`src/rtl/key_repeat_ctrl_pkg.sv`:
```
// Shared input-path definitions for the DE2 Tetris front end: key indices,
// default debounce/auto-repeat timing and the repeat state encoding.
package input_pkg;

  localparam int KEY_LEFT  = 3;
  localparam int KEY_RIGHT = 2;
  localparam int KEY_ROT   = 1;
  localparam int KEY_DOWN  = 0;

  localparam int DB_DEFAULT  = 4;
  localparam int DAS_DEFAULT = 170;
  localparam int ARR_DEFAULT = 50;

  typedef enum logic [1:0] {
    IDLE   = 2'd0,
    DELAY  = 2'd1,
    REPEAT = 2'd2
  } rpt_state_t;

  function automatic int max_int(input int a, input int b);
    return (a > b) ? a : b;
  endfunction

endpackage

```
`src/rtl/key_repeat_ctrl_if.sv`:
```
// Key bundle between the raw buttons and the game logic; the release strobe
// is named "released" because "release" is a reserved word.
interface key_repeat_ctrl_if #(
  parameter int N_KEYS = 4
);
  logic [N_KEYS-1:0] key_n;
  logic [N_KEYS-1:0] level;
  logic [N_KEYS-1:0] press;
  logic [N_KEYS-1:0] released;
  logic [N_KEYS-1:0] evt;

  modport master (output key_n, input level, press, released, evt);
  modport slave  (input key_n, output level, press, released, evt);
endinterface

```
`src/rtl/key_repeat_ctrl_chan.sv`:
```
// One key channel: two-FF synchroniser, run-length debounce and an optional
// auto-repeat engine producing press/release/action strobes.
module key_chan
  import input_pkg::*;
#(
  parameter int DB_CYCLES = DB_DEFAULT,
  parameter int RPT_DELAY = DAS_DEFAULT,
  parameter int RPT_RATE  = ARR_DEFAULT,
  parameter bit rpt_en    = 1'b1
) (
  input  logic clk1k,
  input  logic rst,
  input  logic key_n,
  output logic level,
  output logic press,
  output logic released,
  output logic evt
);

  localparam int CW = (DB_CYCLES > 1) ? $clog2(DB_CYCLES) : 1;
  localparam int TW = $clog2(max_int(RPT_DELAY, RPT_RATE));
  localparam logic [CW-1:0] DB_LAST    = CW'(DB_CYCLES - 1);
  localparam logic [TW-1:0] DELAY_LAST = TW'(RPT_DELAY - 1);
  localparam logic [TW-1:0] RATE_LAST  = TW'(RPT_RATE - 1);

  logic          s0, s1;
  logic [CW-1:0] db_cnt;
  logic [TW-1:0] timer;
  rpt_state_t    state;
  logic          flip, rise, fall;

  // The DB_CYCLES-th consecutive differing sample flips the stable level.
  assign flip = (s1 != level) && (db_cnt == DB_LAST);
  assign rise = flip && !level;
  assign fall = flip && level;

  always_ff @(posedge clk1k) begin
    if (rst) begin
      s0       <= 1'b0;
      s1       <= 1'b0;
      db_cnt   <= '0;
      level    <= 1'b0;
      press    <= 1'b0;
      released <= 1'b0;
      evt      <= 1'b0;
      timer    <= '0;
      state    <= IDLE;
    end else begin
      s0       <= ~key_n;
      s1       <= s0;
      press    <= rise;
      released <= fall;
      evt      <= rise;

      if (s1 == level) begin
        db_cnt <= '0;
      end else if (flip) begin
        db_cnt <= '0;
        level  <= ~level;
      end else begin
        db_cnt <= db_cnt + 1'b1;
      end

      // A release cancels any pending repeat, even one due this very cycle.
      if (!rpt_en || fall) begin
        state <= IDLE;
        timer <= '0;
      end else begin
        case (state)
          IDLE: begin
            timer <= '0;
            if (rise) state <= DELAY;
          end
          DELAY: begin
            if (timer == DELAY_LAST) begin
              evt   <= 1'b1;
              state <= REPEAT;
              timer <= '0;
            end else begin
              timer <= timer + 1'b1;
            end
          end
          REPEAT: begin
            if (timer == RATE_LAST) begin
              evt   <= 1'b1;
              timer <= '0;
            end else begin
              timer <= timer + 1'b1;
            end
          end
          default: begin
            state <= IDLE;
            timer <= '0;
          end
        endcase
      end
    end
  end

endmodule

```
`src/rtl/key_repeat_ctrl.sv`:
```
// Multi-key front end: one independent key_chan per button, auto-repeat
// enabled per key through RPT_MASK.
module key_repeat_ctrl
  import input_pkg::*;
#(
  parameter int              N_KEYS    = 4,
  parameter int              DB_CYCLES = DB_DEFAULT,
  parameter int              RPT_DELAY = DAS_DEFAULT,
  parameter int              RPT_RATE  = ARR_DEFAULT,
  parameter logic [N_KEYS-1:0] RPT_MASK = 4'b1110
) (
  input  logic               clk1k,
  input  logic               rst,
  key_repeat_ctrl_if.slave   bus
);

  for (genvar i = 0; i < N_KEYS; i++) begin : g_chan
    key_chan #(
      .DB_CYCLES (DB_CYCLES),
      .RPT_DELAY (RPT_DELAY),
      .RPT_RATE  (RPT_RATE),
      .rpt_en    (RPT_MASK[i])
    ) u_chan (
      .clk1k    (clk1k),
      .rst      (rst),
      .key_n    (bus.key_n[i]),
      .level    (bus.level[i]),
      .press    (bus.press[i]),
      .released (bus.released[i]),
      .evt      (bus.evt[i])
    );
  end

endmodule

```
`src/flat_wrapper.sv`:
```
// flat-port wrapper written by rule: the top's interface ports become plain ports
module key_repeat_ctrl_flat import input_pkg::*;
#(
  parameter int              N_KEYS    = 4,
  parameter int              DB_CYCLES = DB_DEFAULT,
  parameter int              RPT_DELAY = DAS_DEFAULT,
  parameter int              RPT_RATE  = ARR_DEFAULT,
  parameter logic [N_KEYS-1:0] RPT_MASK = 4'b1110
)
  (clk1k, rst, bus_key_n, bus_level, bus_press, bus_released, bus_evt);
  key_repeat_ctrl_if #(.N_KEYS(N_KEYS)) bus_i ();
  input  logic clk1k;
  input  logic rst;
  input wire logic [$bits(bus_i.key_n)-1:0] bus_key_n;
  output wire logic [$bits(bus_i.level)-1:0] bus_level;
  output wire logic [$bits(bus_i.press)-1:0] bus_press;
  output wire logic [$bits(bus_i.released)-1:0] bus_released;
  output wire logic [$bits(bus_i.evt)-1:0] bus_evt;
  assign bus_i.key_n = bus_key_n;
  assign bus_level = bus_i.level;
  assign bus_press = bus_i.press;
  assign bus_released = bus_i.released;
  assign bus_evt = bus_i.evt;
  key_repeat_ctrl #(.N_KEYS(N_KEYS), .DB_CYCLES(DB_CYCLES), .RPT_DELAY(RPT_DELAY), .RPT_RATE(RPT_RATE), .RPT_MASK(RPT_MASK)) u_core (.clk1k(clk1k), .rst(rst), .bus(bus_i));
endmodule
```
`config.mk`:
```
export PLATFORM = sky130hd
export DESIGN_NAME = key_repeat_ctrl_flat
export DESIGN_NICKNAME = d
export VERILOG_FILES = /design/src/rtl/key_repeat_ctrl_pkg.sv /design/src/rtl/key_repeat_ctrl_if.sv /design/src/rtl/key_repeat_ctrl_chan.sv /design/src/rtl/key_repeat_ctrl.sv /design/src/flat_wrapper.sv
export SDC_FILE = /design/constraint.sdc
export NUM_CORES = 1
export LEC_CHECK = 0
export CORE_MARGIN = 1.5
export CORE_UTILIZATION = 57
export DETAILED_ROUTE_END_ITERATION = 8
export PLACE_DENSITY_LB_ADDON = 0.2
export SYNTH_ARGS = -nofsm -noshare
export SYNTH_HDL_FRONTEND = slang
export SYNTH_SLANG_ARGS = --single-unit
```
`constraint.sdc`:
```
create_clock -name clk1k -period 1.9 [get_ports clk1k]
set_input_delay 0.38 -clock clk1k [delete_from_list [all_inputs] [get_ports clk1k]]
set_output_delay 0.38 -clock clk1k [all_outputs]
set_load 0.005 [all_outputs]
```
==> reports/qor.txt <==
=================================================================================
Netlist area before placement                                            2710 µm²
Mean cell area of the mapped netlist                                     9.57 µm²
DRT antenna net count                                                           0
Sequential share of the synthesized area                                    45.1%
Initial Utilization                                                         60.5%
RSZ-0062 raised after global routing                                           no
Aggregate negative setup slack                                               0 ns
Worst path cell trace                                                clkdlybuf4s50_1
Pin count of the biggest net entering global routing                           22
Average wire per standard cell                                            12.4 µm
Category of the worst setup path launch point                            register
Number of optimization iterations in the first detailed-route pass              4
Via-per-instance ratio                                                       5.31
Number of antenna repair diodes                                                 0
CTS tree                                                                     done
Crit path time final                                                      1.68 ns
Total Power                                                             0.00271 W
Cell at the root of the clock tree                                   sky130_fd_sc_hd__clkbuf_8
Path type of the worst setup path                                    register to primary output
Combined global-route utilization of all metal layers                       19.5%
Multi-input gate area                                                    1280 µm²
CTS Hold Bufs                                                                   0
Bufs on Longest Clock Path                                                      2
Buffers plus inverters on the worst setup path                                  1
Cell family with most CP delay                                       buffers and inverters
Switching power total                                                  0.000525 W
Fraction of power spent switching nets                                      19.4%
Clk_skew                                                               0.00889 ns
Number of cells on the worst hold path                                          1
Logic depth of the worst setup path including buffers                           1
Async SR Flop Fraction                                                         0%
Clock Pin Slew Worst Setup and Hold Paths                                 0.07 ns
Net count, final                                                              326
CTS sink count                                                                 61
Number of flops mapped to enable cells by yosys                                 0
Largest fanout on the critical path                                             6
Final Hold Fails                                                                0
Final Wtd Congestion                                                        0.795
Total of flip-flops plus latches after synthesis                               61
Fin. max-slew vios                                                              0
CTS buffer count                                                                9
Cell internal pwr                                                       0.00219 W
DIE AREA                                                                 5170 µm²
Power density over the cells                                           863 nW/µm²
Core area                                                                4470 µm²
Classification of the worst-slack hold path                          register to register
Count of endpoints failing setup in the final report                            0
Worst endpoint required time                                              1.52 ns
Number of cell rows                                                            24
Total of warnings raised by yosys                                               0
Total of buffers placed on input and output ports                              21
Critical path endpoint category                                      primary output
Via count                                                                   1,902
Commonest cells after routing, fill and taps aside                   sky130_fd_sc_hd__dfxtp_1, sky130_fd_sc_hd__nor2_1, sky130_fd_sc_hd__inv_1, sky130_fd_sc_hd__clkdlybuf4s50_1, sky130_fd_sc_hd__ha_1
DRC Markers                                                                     0
Count of cells along the worst register-to-register path                        5
Area used by sequential logic in the layout                              1220 µm²
Commonest non-fill, non-tap cell in the layout                       sky130_fd_sc_hd__dfxtp_1
Instance count of the mapped netlist                                          283
Post-synth net total                                                          308
Number of unique standard cell types used by synthesis                         42
Antenna violations before repair                                                0
Largest incremental delay on the critical path                            0.54 ns
Maximum operating frequency                                             0.594 GHz
Sequential share of power                                                   47.8%
CTS H-Tree Depth                                                                3
Share of total power in combinational logic                                  1.7%
Worst-Margin Slew                                                        0.534 ns
Die span in y                                                             71.9 µm
Number of inserted filler cells in the final layout                           348
Synthesis-to-layout area growth                                             16.0%
Critical path data arrival time                                           1.30 ns
Slew HR                                                                     64.2%
HPWL reported at the end of detailed placement                            3180 µm
Number of global-route vias before repair                                   1,802
VDD IR max                                                                 649 µV
Horizontal die dimension                                                  71.9 µm
Wire length of the first global-routing pass                              7800 µm
Result of the run                                                    finished, final reports clean
Post-route worst setup slack                                             0.216 ns
Hold slack                                                               0.433 ns
Remaining global-route overflow                                                 0
Pre-CTS WS                                                               0.179 ns
Primary FF master, synth                                             sky130_fd_sc_hd__dfxtp_1
Standby leakage power                                                     1.17 nW
Utilization after layout                                                    70.2%
Buffer count from post-CTS setup fixing                                         0
Critical-path cell with the highest stage delay                      sky130_fd_sc_hd__clkdlybuf4s50_1
Proportion of layout cells with a drive suffix above 1                      8.50%
Detailed router's first-iteration violation count                              96
CTS resizes                                                                     0
Final wirelength                                                          4450 µm
Count of pins on the block boundary                                            22
Worst-skew pair later-pin latency                                         0.33 ns
Final worst path period share                                               88.6%
Max Cap Viol                                                                    0
Relative contribution of the clock network to total power                   50.5%
=================================================================================
[synthesized netlist by cell type (all sizes together), types with 3 or more instances]
cell type | instances | share of area, %
nor4b | 3 | 0.97
xnor2 | 11 | 3.6
and3 | 7 | 1.7
xor2 | 11 | 3.6
nor3b | 3 | 0.83
ha | 19 | 8.8
nand3 | 10 | 1.8
inv | 21 | 2.9
o21ai | 4 | 0.88
buf | 16 | 4.4
a31oi | 5 | 1.2
nand2 | 11 | 1.5
and2 | 3 | 0.69
dfxtp | 61 | 45
clkbuf | 3 | 0.42
nor2 | 44 | 6.1
nor4bb | 4 | 1.5
nor4 | 4 | 0.92
a41oi | 3 | 0.97
mux2i | 7 | 2.6
nor2b | 6 | 1.4
[logic make-up after synthesis]
logic type               synth area share [%]
AO/OA/AOI/OAI                            7.67
XOR/XNOR                                 7.12
adder cells (fa/ha/maj)                  8.78
AND/OR/NAND/NOR                          21.0
buffers and inverters                    7.76
flip-flops                               45.1
multiplexers                             2.59
[metal layers]
layer | GRT usage [%] | up-vias | wire length, µm
met5 | 0 | - | 0
met4 | 10.5 | 0 | 98
met3 | 4.72 | 8 | 129
met2 | 32.0 | 37 | 2080
met1 | 23.7 | 872 | 2140
li1 | - | 985 | -
[power groups by stage]
stage	Combinational (W)	Clock (W)	Sequential, W
after floorplan	0.0000232	0	0.00132
after global placement	0.0000466	0	0.00132
after detailed placement	0.0000472	0	0.00132
after CTS	0.0000478	0.00139	0.00130
after global routing	0.0000522	0.00145	0.00130
final	0.0000474	0.00137	0.00130
[worst paths after layout]
check | startpoint | endpoint | slack, ns
max | u_core.g_chan[2].u_chan.level | bus_level[2] | 0.22
min | u_core.g_chan[0].u_chan.db_cnt[0] | u_core.g_chan[0].u_chan.db_cnt[0] | 0.43
max reg2reg | u_core.g_chan[1].u_chan.timer[0] | u_core.g_chan[1].u_chan.timer[6] | 0.24
min reg2reg | u_core.g_chan[0].u_chan.db_cnt[0] | u_core.g_chan[0].u_chan.db_cnt[0] | 0.43
[metrics by stage]
step	std cells	instance area [µm²]
finish	358	3140
global route	358	3140
CTS	358	3140
detailed placement	342	2900
global placement	342	2900
floorplan	283	2710
[state kept, by name (all words and copies together), names as in the netlist]
register	count
u_core.g_chan.u_chan.db_cnt	8
u_core.g_chan.u_chan.evt	4
u_core.g_chan.u_chan.level	4
u_core.g_chan.u_chan.press	3
u_core.g_chan.u_chan.released	4
u_core.g_chan.u_chan.s0	4
u_core.g_chan.u_chan.s1	4
u_core.g_chan.u_chan.state	6
u_core.g_chan.u_chan.timer	24
[layout make-up]
class                   instances  area share (%)
repair buffers                 26            8.29
clock buffers                  10            4.06
clock inverters                 6            3.55
flip-flops and latches         61            38.9
well taps                      52            2.07
multi-input cells             182            40.6
inverters                      21            2.51
(Power assumes the default switching activity.)
